$ cat config.mk
export PLATFORM = sky130hd
export DESIGN_NAME = sram_arbiter
export DESIGN_NICKNAME = d
export VERILOG_FILES = /design/src/rtl/sram_arbiter.sv
export SDC_FILE = /design/constraint.sdc
export NUM_CORES = 1
export LEC_CHECK = 0
export ABC_AREA = 0
export ABC_CLOCK_PERIOD_IN_PS = 2330
export CAP_MARGIN = 0
export CELL_PAD_IN_SITES_DETAIL_PLACEMENT = 1
export CELL_PAD_IN_SITES_GLOBAL_PLACEMENT = 1
export CORE_MARGIN = 2
export CORE_UTILIZATION = 30
export CTS_CLUSTER_DIAMETER = 80
export DETAILED_ROUTE_END_ITERATION = 8
export PLACE_DENSITY_LB_ADDON = 0.2
export SLEW_MARGIN = 20
export SYNTH_ARGS = -nofsm -noshare
export SYNTH_HDL_FRONTEND = slang
export SYNTH_SLANG_ARGS = --single-unit
export TNS_END_PERCENT = 10
$ cat constraint.sdc
create_clock -name clk -period 2.33 [get_ports clk]
set_clock_uncertainty 0.1 [all_clocks]
set_input_delay 0.466 -clock clk [delete_from_list [all_inputs] [get_ports clk]]
set_output_delay 0.466 -clock clk [all_outputs]
set_load 0.05 [all_outputs]
$ cat src/rtl/sram_arbiter.sv
// sram_arbiter: three-way arbiter (boot, cpu, video) onto one async SRAM.
// Ports:
//   clk, reset              : clock, sync active-high reset
//   boot_req/addr/wdata/ack : bootloader write channel (top priority)
//   cpu_req/we/addr/wdata   : cpu read/write channel
//   cpu_rdata/ack           : cpu read data and completion pulse
//   vid_req/addr            : video fetch channel (read-only)
//   vid_rdata/ack           : video byte and completion pulse
//   sram_a/dout/din/oe      : SRAM address, pad data out/in, pad enable
//   sram_nwe/noe/nce        : SRAM strobes, active low
module sram_arbiter #(
  parameter int unsigned WR_PULSE = 2,
  parameter logic [2:0]  VID_BASE = 3'b100
) (
  input  logic        clk,
  input  logic        reset,
  input  logic        boot_req,
  input  logic [15:0] boot_addr,
  input  logic [7:0]  boot_wdata,
  output logic        boot_ack,
  input  logic        cpu_req,
  input  logic        cpu_we,
  input  logic [15:0] cpu_addr,
  input  logic [7:0]  cpu_wdata,
  output logic [7:0]  cpu_rdata,
  output logic        cpu_ack,
  input  logic        vid_req,
  input  logic [12:0] vid_addr,
  output logic [7:0]  vid_rdata,
  output logic        vid_ack,
  output logic [18:0] sram_a,
  output logic [7:0]  sram_dout,
  input  logic [7:0]  sram_din,
  output logic        sram_oe,
  output logic        sram_nwe,
  output logic        sram_noe,
  output logic        sram_nce
);

  typedef enum logic [1:0] {
    S_IDLE,
    S_SETUP,
    S_ACCESS,
    S_DONE
  } state_t;

  typedef enum logic [1:0] {
    O_NONE,
    O_BOOT,
    O_CPU,
    O_VID
  } owner_t;

  localparam logic [2:0] CNT_LAST = 3'(WR_PULSE - 1);

  state_t      state_q, state_d;
  owner_t      owner_q, owner_d;
  logic [2:0]  cnt_q, cnt_d;
  logic        we_q, we_d;
  logic        rr_cpu_q, rr_cpu_d;
  logic [18:0] sram_a_q, sram_a_d;
  logic [7:0]  sram_dout_q, sram_dout_d;
  logic        sram_oe_q, sram_oe_d;
  logic        sram_nwe_q, sram_nwe_d;
  logic        sram_noe_q, sram_noe_d;
  logic        boot_ack_q, boot_ack_d;
  logic        cpu_ack_q, cpu_ack_d;
  logic        vid_ack_q, vid_ack_d;
  logic [7:0]  cpu_rdata_q, cpu_rdata_d;
  logic [7:0]  vid_rdata_q, vid_rdata_d;

  always_comb begin
    state_d     = state_q;
    owner_d     = owner_q;
    cnt_d       = cnt_q;
    we_d        = we_q;
    rr_cpu_d    = rr_cpu_q;
    sram_a_d    = sram_a_q;
    sram_dout_d = sram_dout_q;
    cpu_rdata_d = cpu_rdata_q;
    vid_rdata_d = vid_rdata_q;

    case (state_q)
      S_IDLE: begin
        if (boot_req) begin
          state_d     = S_SETUP;
          owner_d     = O_BOOT;
          we_d        = 1'b1;
          sram_a_d    = {3'b000, boot_addr};
          sram_dout_d = boot_wdata;
        end else if (cpu_req && (!vid_req || rr_cpu_q)) begin
          state_d     = S_SETUP;
          owner_d     = O_CPU;
          we_d        = cpu_we;
          sram_a_d    = {3'b000, cpu_addr};
          sram_dout_d = cpu_wdata;
          rr_cpu_d    = 1'b0;
        end else if (vid_req) begin
          state_d     = S_SETUP;
          owner_d     = O_VID;
          we_d        = 1'b0;
          sram_a_d    = {3'b000, VID_BASE, vid_addr};
          sram_dout_d = 8'h00;
          rr_cpu_d    = 1'b1;
        end
      end
      S_SETUP: begin
        state_d = S_ACCESS;
        cnt_d   = 3'd0;
      end
      S_ACCESS: begin
        if (cnt_q == CNT_LAST) begin
          state_d = S_DONE;
          // sram_din is sampled on the edge closing the strobe window
          if (!we_q && owner_q == O_CPU) cpu_rdata_d = sram_din;
          if (!we_q && owner_q == O_VID) vid_rdata_d = sram_din;
        end else begin
          cnt_d = cnt_q + 3'd1;
        end
      end
      S_DONE: begin
        state_d = S_IDLE;
      end
      default: begin
        state_d = S_IDLE;
      end
    endcase

    // Strobes are decoded from the next state so they leave a flop
    sram_oe_d  = we_d && (state_d != S_IDLE);
    sram_nwe_d = !(we_d && state_d == S_ACCESS);
    sram_noe_d = !(!we_d &&
                   (state_d == S_SETUP || state_d == S_ACCESS));
    boot_ack_d = (state_d == S_DONE) && (owner_d == O_BOOT);
    cpu_ack_d  = (state_d == S_DONE) && (owner_d == O_CPU);
    vid_ack_d  = (state_d == S_DONE) && (owner_d == O_VID);
  end

  always_ff @(posedge clk) begin
    if (reset) begin
      state_q     <= S_IDLE;
      owner_q     <= O_NONE;
      cnt_q       <= 3'd0;
      we_q        <= 1'b0;
      rr_cpu_q    <= 1'b1;
      sram_a_q    <= 19'd0;
      sram_dout_q <= 8'h00;
      sram_oe_q   <= 1'b0;
      sram_nwe_q  <= 1'b1;
      sram_noe_q  <= 1'b1;
      boot_ack_q  <= 1'b0;
      cpu_ack_q   <= 1'b0;
      vid_ack_q   <= 1'b0;
      cpu_rdata_q <= 8'h00;
      vid_rdata_q <= 8'h00;
    end else begin
      state_q     <= state_d;
      owner_q     <= owner_d;
      cnt_q       <= cnt_d;
      we_q        <= we_d;
      rr_cpu_q    <= rr_cpu_d;
      sram_a_q    <= sram_a_d;
      sram_dout_q <= sram_dout_d;
      sram_oe_q   <= sram_oe_d;
      sram_nwe_q  <= sram_nwe_d;
      sram_noe_q  <= sram_noe_d;
      boot_ack_q  <= boot_ack_d;
      cpu_ack_q   <= cpu_ack_d;
      vid_ack_q   <= vid_ack_d;
      cpu_rdata_q <= cpu_rdata_d;
      vid_rdata_q <= vid_rdata_d;
    end
  end

  assign boot_ack  = boot_ack_q;
  assign cpu_ack   = cpu_ack_q;
  assign vid_ack   = vid_ack_q;
  assign cpu_rdata = cpu_rdata_q;
  assign vid_rdata = vid_rdata_q;
  assign sram_a    = sram_a_q;
  assign sram_dout = sram_dout_q;
  assign sram_oe   = sram_oe_q;
  assign sram_nwe  = sram_nwe_q;
  assign sram_noe  = sram_noe_q;
  assign sram_nce  = 1'b0;

endmodule

After elaboration in Yosys (flattened, before gate mapping)
Index checks and enable logic that the tools add are counted.

Register bits: 58. Output and inout port bits: 50. Word-level logic and storage cells: 79.

$add $sub $neg: 1. Equal/unequal tests: 13. Multiplexer cells: 23. Bitwise operators: 1. Reductions and logical operators: 26.

Operators by type and width (number): 19-bit two-way mux (3); 8-bit two-way mux (3); 2-bit equality test, second input constant (8); 2-bit two-way mux (8); 1-bit logical AND (9); 3-bit AND reduction (3); 2-bit case mux with 4 select lines (1); 2-bit by 1-bit equality test with 1-bit output, second input constant (3); 1-bit two-way mux (6); 3-bit case mux with 2 select lines (1); 2-bit nonzero test (3); 1-bit logical NOT (5); 2-bit AND reduction (2); 3-bit by 1-bit adder with 3-bit output, second input constant (1); 3-bit by 1-bit equality test with 1-bit output, second input constant (1); 3-bit two-way mux (1); 3-bit nonzero test (1); 2-bit logical NOT (1); 1-bit logical OR (2); 2-bit != test, second input constant (1); 1-bit inverter (1).

Depth between registers and ports, before layout
Gate-level depths: netlist (run 1).

Depth in word-level cells: 10. Gate-level depth with buffers: 9.

Worst setup path before layout (run 1)
OpenSTA, ideal clock, no wires.

Path type: input -> register. Start point: input port vid_req. End point: register sram_nwe_q, in the netlist sram_nwe. Setup time: 0.120 ns. Arrival: 1.699 ns. Required time: 2.110 ns. Setup slack: 0.411 ns. Cell stages on the path: 6. Buffers on the path: 1. Path through: buf_2 > o41ai_1 > and2_1 > ha_1 > inv_1 > a211o_1.

Longest elaborated chain between the ends: 9. Elaborated cells between the ends (all ways): 14.

RTL lines: start: declaration (RTL line 27) `input logic vid_req,`; 1-bit logical NOT (RTL line 91) `end else if (cpu_req && (!vid_req || rr_cpu_q)) begin`; 1-bit logical OR (RTL line 91); 1-bit logical AND (RTL line 91); 2-bit two-way mux (RTL line 91); 2-bit two-way mux (RTL line 85) `if (boot_req) begin`; 2-bit case mux with 4 select lines (RTL line 83) `case (state_q)`; 2-bit equality test (RTL line 131) `sram_nwe_d = !(we_d && state_d == S_ACCESS);`; 1-bit logical AND (*) (RTL line 131); 1-bit logical NOT (*) (RTL line 131); end signal: assignment (RTL line 165) `sram_nwe_q <= sram_nwe_d;`; end: declaration (RTL line 64) `logic sram_nwe_q, sram_nwe_d;`.

Every way passes the cells marked *; elsewhere a longest branch is shown, timed or not. A chain may end at the register's enable or synchronous reset.

Worst setup path in the final report (run 1)
Start point: register sram_a_q[11], in the netlist sram_a[11]. End point: output port sram_a[11].

RTL lines: start: declaration (RTL line 61) `logic [18:0] sram_a_q, sram_a_d;`; start signal: assignment (RTL line 162) `sram_a_q <= sram_a_d;`; end: declaration (RTL line 31) `output logic [18:0] sram_a,`.

No word-level cell between the ends.

==> impl_metrics.sql, run 1 <==
INSERT INTO impl_metrics (metric_group, metric, value, unit) VALUES
('outcome', 'outcome', 'completed', ''),
('global_route', 'maximum_number_of_pins_on_one_net_before_global_route_repair', '38', ''),
('cts', 'worst_skew_late_latency', '0.31', 'ns'),
('floorplanning', 'floorplan.die_area', '10120', 'sq um'),
('setup_path', 'path_max_fanout', '2', ''),
('routing', 'drt_wl_total', '8814', 'um'),
('cts', 'numCtsBuffers', '5', ''),
('place', 'dp_hpwl', '6285', 'um'),
('floorplanning', 'std_cell_rows', '35', ''),
('yosys', 'instance_count_of_the_mapped_netlist', '308', ''),
('sta', 'timing.final.hold_violations', '0', ''),
('routing', 'drt_first_iter_violations', '54', ''),
('cts', 'clock_sink_count', '55', ''),
('power_and_ir_drop', 'p_per_area', '613.3', 'nW/um^2'),
('sta', 'report.final.slew_viol_count', '0', ''),
('cells_and_area', 'inserted_diodes', '0', ''),
('sta', 'timing.final.crit_period', '2.070', 'ns'),
('sta', 'fmaxAchievable', '0.4830', 'GHz'),
('floorplanning', 'floorplan.die.height', '100.6', 'um'),
('flow_run', 'max-cap-violations', '0', ''),
('cells_and_area', 'drive_gt1_share', '6.747', '%'),
('cts', 'post_cts_resized', '0', ''),
('power_and_ir_drop', 'power.leakage', '1.531', 'nW'),
('setup_path', 'critical_path_buf_inv_count', '1', ''),
('sta', 'period_share', '88.85', '%'),
('routing', 'dr.pass1.iters', '4', ''),
('cts', 'post-cts-setup-buffer-count', '0', ''),
('place', 'post-place-cells', '518', ''),
('yosys', 'synth_area_leaders', 'sky130_fd_sc_hd__dfxtp_1, sky130_fd_sc_hd__mux2i_1, sky130_fd_sc_hd__a211oi_1', ''),
('min_path', 'hold_path_startpoint', 'vid_rdata[6]$_SDFFE_PP0P_', ''),
('yosys', 'yosysSeqAreaShare', '39.32', '%'),
('routing', 'post_drt_wl_per_cell', '16.76', 'um'),
('sta', 'rsz0062_at_grt', 'false', ''),
('global_route', 'grt_first_pass_wirelength', '14370', 'um'),
('routing', 'routed-via-count', '2767', ''),
('yosys', 'synthesis.area_per_instance', '9.092', 'sq um'),
('setup_path', 'cpMaxStageDelayCell', 'sky130_fd_sc_hd__clkdlybuf4s50_1', ''),
('sta', 'final-setup-viol-count', '0', ''),
('yosys', 'synth_cell_types', '47', ''),
('floorplanning', 'coreArea', '9153', 'sq um'),
('routing', 'antenna_violating_nets_post_route', '0', ''),
('place', 'finalWeightedCongestion', '0.7637', ''),
('yosys', 'async_flop_share', '0', '%'),
('power_and_ir_drop', 'share_seq_of_total_power', '41.1', '%'),
('setup_path', 'worst_setup_path_end_kind', 'output pin', ''),
('floorplanning', 'ioPinCount', '125', ''),
('routing', 'met1Wirelength', '3892', 'um'),
('power_and_ir_drop', 'report.power.total', '0.002569', 'W'),
('yosys', 'synth.largest_area_cell', 'sky130_fd_sc_hd__dfxtp_1', ''),
('setup_path', 'critical_path_required', '1.76', 'ns'),
('setup_path', 'timing.critical_path.from_type', 'register', ''),
('yosys', 'synth_edf_count', '0', ''),
('setup_path', 'worstSetupStartpoint', 'sram_a[11]$_SDFFE_PP0P_', ''),
('yosys', 'mappedNetlistArea', '2800', 'sq um'),
('power_and_ir_drop', 'combinationalPowerShare', '32.4', '%'),
('sta', 'max_slew_margin', '62.94', '%'),
('cells_and_area', 'layout.cells.most_common_list', 'sky130_fd_sc_hd__clkdlybuf4s50_1, sky130_fd_sc_hd__dfxtp_1, sky130_fd_sc_hd__nand2_1, sky130_fd_sc_hd__a21oi_1', ''),
('setup_path', 'crit-reg2reg-launch', 'state_q[0]$_SDFF_PP0_', ''),
('power_and_ir_drop', 'internal_power', '0.001710', 'W'),
('setup_path', 'worstSetupPathType', 'reg -> out', ''),
('power_and_ir_drop', 'power.switching', '0.0008595', 'W'),
('setup_path', 'path_delay_family', 'buffers and inverters', ''),
('place', 'port_buffers', '120', ''),
('cells_and_area', 'layout.filler_cells', '1063', ''),
('global_route', 'globalRoute.totalOverflow', '0', ''),
('global_route', 'grt_use_total', '17.60', '%'),
('power_and_ir_drop', 'power.share.switching', '33.46', '%'),
('routing', 'route.met3.wl', '593', 'um'),
('global_route', 'grt_antenna_before_repair', '0', ''),
('yosys', 'postSynthRegisterBits', '55', ''),
('cells_and_area', 'final_cells', '526', '');
area by class of cell:
| cell class | instances | area [sq um] | area share, % |
|---|---|---|---|
| inverters | 9 | 33.78 | 0.8065 |
| flip-flops and latches | 55 | 1101 | 26.28 |
| clock buffers | 6 | 82.58 | 1.971 |
| well taps | 111 | 138.9 | 3.315 |
| multi-input cells | 212 | 1465 | 34.98 |
| repair buffers | 131 | 1329 | 31.72 |
| clock inverters | 2 | 38.79 | 0.9259 |
synthesized netlist by cell type, types with 3 or more instances:
master / n
sky130_fd_sc_hd__buf_4: 9
sky130_fd_sc_hd__mux2i_1: 17
sky130_fd_sc_hd__ha_1: 9
sky130_fd_sc_hd__o21a_1: 3
sky130_fd_sc_hd__o21ai_0: 10
sky130_fd_sc_hd__buf_2: 11
sky130_fd_sc_hd__nand3_1: 13
sky130_fd_sc_hd__inv_1: 7
sky130_fd_sc_hd__dfxtp_1: 55
sky130_fd_sc_hd__o211ai_1: 13
sky130_fd_sc_hd__o31ai_1: 13
sky130_fd_sc_hd__nor4b_1: 13
sky130_fd_sc_hd__clkbuf_1: 11
sky130_fd_sc_hd__a211oi_1: 17
sky130_fd_sc_hd__a21oi_1: 21
sky130_fd_sc_hd__nand4_1: 12
sky130_fd_sc_hd__nor2_1: 10
sky130_fd_sc_hd__nand2_1: 27
sky130_fd_sc_hd__buf_6: 3
per-stage QoR:
step	setup slack [ns]	hold WS [ns]	util, %	cell area [sq um]
detailed placement	0.09420	0.3607	44.44	4068
floorplan	0.4114	0.3662	-	2811
global route	0.1469	0.3927	45.77	4189
finish	0.2597	0.3687	45.77	4189
global placement	0.1059	0.3458	44.44	4068
CTS	0.2323	0.3764	45.77	4189
kinds of logic (layout without fill, tap and decap cells):
family          after synthesis  after routing  share of synthesized area [%]
buf+inv                      44            148                          8.757
flops                        55             55                          39.32
other cells                   1              4                         0.1339
compound gates               90             90                          22.43
fa+ha+maj                     9              9                          4.022
simple gates                 92             92                          19.26
mux                          17             17                          6.077
metal layers:
| layer | global-route usage [%] | up-vias |
|---|---|---|
| li1 | - | 1335 |
| met1 | 20.98 | 1321 |
| met2 | 31.23 | 103 |
| met3 | 4.785 | 8 |
| met4 | 4.320 | 0 |
| met5 | 0 | - |
final timing paths:
path	cells past startpoint	slack, ns	to
worst max-delay path	1	0.26	sram_a[11]
worst min-delay path	2	0.37	vid_rdata[6]$_SDFFE_PP0P_
worst max register to register	7	0.28	sram_oe$_SDFF_PP0_
worst min register to register	2	0.37	vid_rdata[6]$_SDFFE_PP0P_
power by group through the flow:
stage / Sequential, W / Combinational [W] / Clock [W]
finish: 0.00106 / 0.000832 / 0.000682
global route: 0.00107 / 0.000890 / 0.000749
CTS: 0.00106 / 0.000840 / 0.000714
detailed placement: 0.00108 / 0.000836 / 0
global placement: 0.00108 / 0.000824 / 0
floorplan: 0.00128 / 0.000291 / 0
sequential cells by signal, summed over array words and instances (netlist names):
name / count
sram_noe: 1
we_q: 1
vid_ack: 1
cnt_q: 3
sram_dout: 8
sram_nwe: 1
rr_cpu_q: 1
sram_oe: 1
state_q: 2
sram_a: 16
cpu_rdata: 8
vid_rdata: 8
owner_q: 2
boot_ack: 1
cpu_ack: 1
No activity file was read; power rests on OpenSTA's default activity.
==> run 2, diff against run 1 <==
Settings changed: GPL_TIMING_DRIVEN set to 0, REMOVE_ABC_BUFFERS set to 1.
==> impl_metrics.sql, run 2 (synthesis results as in run 1) <==
INSERT INTO impl_metrics (metric_group, metric, value, unit) VALUES
('cells_and_area', 'nNetsFinal', '492', ''),
('setup_path', 'worst_setup_path_end_kind', 'register', ''),
('floorplanning', 'floorplan.die.height', '100.6', 'um'),
('setup_path', 'worst_ep_arrival_time', '2.33', 'ns'),
('setup_path', 'crit-reg2reg-launch', 'state_q[0]$_SDFF_PP0_', ''),
('cts', 'clock_path_buffers', '2', ''),
('sta', 'final-setup-viol-count', '0', ''),
('global_route', 'grt_antenna_before_repair', '0', ''),
('sta', 'period_share', '95.56', '%'),
('place', 'port_buffers', '120', ''),
('cells_and_area', 'inserted_diodes', '0', ''),
('cts', 'worst_skew_late_latency', '0.31', 'ns'),
('cells_and_area', 'largest_register_ff_count', '16', ''),
('routing', 'drt_first_iter_violations', '68', ''),
('cells_and_area', 'layout-area-overhead-vs-synth', '48.26', '%'),
('setup_path', 'worst-r2r-setup-slack', '0.28', 'ns'),
('flow_run', 'max-cap-violations', '0', ''),
('cts', 'cts_tree', 'yes', ''),
('power_and_ir_drop', 'power.leakage', '1.513', 'nW'),
('floorplanning', 'ioPinCount', '125', ''),
('sta', 'timing.final.crit_period', '2.227', 'ns'),
('cts', 'ctsRootBufferMaster', 'sky130_fd_sc_hd__clkbuf_8', ''),
('cts', 'cts.htree.levels', '2', ''),
('cts', 'clock_sink_count', '55', ''),
('routing', 'routed-via-count', '2761', ''),
('place', 'dp_hpwl', '6540', 'um'),
('cells_and_area', 'final_cells', '520', ''),
('cts', 'numCtsBuffers', '5', ''),
('floorplanning', 'initial_core_util', '30.59', '%'),
('cells_and_area', 'area.sequential', '1101', 'sq um'),
('floorplanning', 'std_cell_rows', '35', ''),
('setup_path', 'worstSetupStartpoint', 'vid_req', ''),
('cells_and_area', 'drive_gt1_share', '6.601', '%'),
('floorplanning', 'floorplan.die_area', '10120', 'sq um'),
('cells_and_area', 'layout.cells.most_common_list', 'sky130_fd_sc_hd__clkdlybuf4s50_1, sky130_fd_sc_hd__dfxtp_1, sky130_fd_sc_hd__nand2_1, sky130_fd_sc_hd__a21oi_1', ''),
('cells_and_area', 'layout.core_utilization', '45.36', '%'),
('sta', 'tightestPinTransition', '0.6240', 'ns'),
('setup_path', 'critical_path_required', '2.43', 'ns'),
('sta', 'report.final.slew_viol_count', '0', ''),
('setup_path', 'path_max_fanout', '9', ''),
('cts', 'clk_pin_slew', '0.10', 'ns'),
('sta', 'rsz0062_at_grt', 'false', ''),
('sta', 'fmaxAchievable', '0.4491', 'GHz'),
('place', 'post-place-cells', '512', ''),
('sta', 'timing.final.hold_violations', '0', ''),
('cts', 'hold_buffers', '0', ''),
('routing', 'dr.pass1.iters', '4', ''),
('outcome', 'outcome', 'completed', ''),
('routing', 'post_drt_wl_per_cell', '17.87', 'um'),
('setup_path', 'worstSetupPathType', 'in -> reg', ''),
('power_and_ir_drop', 'vdd_drop_max', '0.0003033', 'V'),
('power_and_ir_drop', 'p_per_area', '611.2', 'nW/um^2'),
('cells_and_area', 'multi_input_comb_area', '1481', 'sq um'),
('global_route', 'grt_pass1_vias', '2850', ''),
('global_route', 'grt_use_total', '18.25', '%'),
('routing', 'antenna_violating_nets_post_route', '0', ''),
('cells_and_area', 'layout.filler_cells', '1058', ''),
('cells_and_area', 'layout.cells.most_common', 'sky130_fd_sc_hd__clkdlybuf4s50_1', ''),
('sta', 'max_slew_margin', '58.40', '%'),
('global_route', 'globalRoute.totalOverflow', '0', ''),
('min_path', 'hp-class', 'reg -> reg', ''),
('min_path', 'hold_path_startpoint', 'vid_rdata[7]$_SDFFE_PP0P_', ''),
('global_route', 'grt_first_pass_wirelength', '14700', 'um'),
('floorplanning', 'dieWidth', '100.6', 'um'),
('place', 'finalWeightedCongestion', '0.7149', ''),
('setup_path', 'timing.critical_path.from_type', 'primary input', ''),
('routing', 'avgViaCountPerCell', '5.310', ''),
('global_route', 'maximum_number_of_pins_on_one_net_before_global_route_repair', '47', ''),
('routing', 'drc', '0', ''),
('routing', 'drt_wl_total', '9292', 'um'),
('floorplanning', 'coreArea', '9153', 'sq um');
==> run 2: cell count changes in the layout (fill, tap and decap cells not counted), moves of 2 or more <==
cell	delta
sky130_fd_sc_hd__buf_12	-2
sky130_fd_sc_hd__buf_6	+2
sky130_fd_sc_hd__buf_4	-7
sky130_fd_sc_hd__clkdlybuf4s50_1	-2
==> run 2: final cells by class <==
cell class | count | share of cell area, %
multi-input combinational | 212 | 35.68
timing repair buffer | 125 | 30.83
clock inverter | 3 | 1.115
tap | 111 | 3.345
inverter | 9 | 0.8439
sequential | 55 | 26.52
clock buffer | 5 | 1.658
==> run 2: timing repair <==
item                                   in CTS  in global routing
setup endpoints to repair                  21                  2
resized for setup                           3                  2
setup buffers                               0                  0
endpoints found under the hold margin       0                  0
==> run 2: power by group <==
group	total (W)	switching [W]	internal (W)
clock network	0.000663	0.000338	0.000324
registers	0.00105	0.0000417	0.00101
logic	0.000821	0.000491	0.000330
total	0.00254	0.000871	0.00167
==> run 2: metal layers <==
layer / routed length (um) / track usage (%)
met5: 0 / 0
met4: 158 / 5.058
met3: 344 / 3.259
met2: 4674 / 32.41
met1: 4115 / 22.55
==> run 2: worst paths after layout <==
path                               endpoint  cells past startpoint
setup / recovery        sram_nwe$_SDFF_PP1_                      6
hold / removal    vid_rdata[7]$_SDFFE_PP0P_                      2
setup reg to reg  vid_rdata[0]$_SDFFE_PP0P_                      5
hold reg to reg   vid_rdata[7]$_SDFFE_PP0P_                      2
==> run 2: worst max-delay path, cell delays in order <==
cell	delay, ns
sky130_fd_sc_hd__clkdlybuf4s50_1	0.69
sky130_fd_sc_hd__o41ai_2	0.52
sky130_fd_sc_hd__and2_1	0.21
sky130_fd_sc_hd__ha_1	0.15
sky130_fd_sc_hd__inv_1	0.04
sky130_fd_sc_hd__a211o_1	0.25
==> run 2: through the flow <==
stage               power (W)  cell area [sq um]  hold slack (ns)  setup slack, ns  TNS [ns]
floorplan            0.001513               2600           0.3601           0.3032         0
global placement     0.001861               3940           0.3457           -1.534    -69.11
detailed placement   0.001895               4021           0.3564          -0.6367    -13.61
CTS                  0.002566               4139           0.3733          0.01405         0
global route         0.002668               4151           0.4005          0.03079         0
finish               0.002538               4151           0.3657           0.1034         0
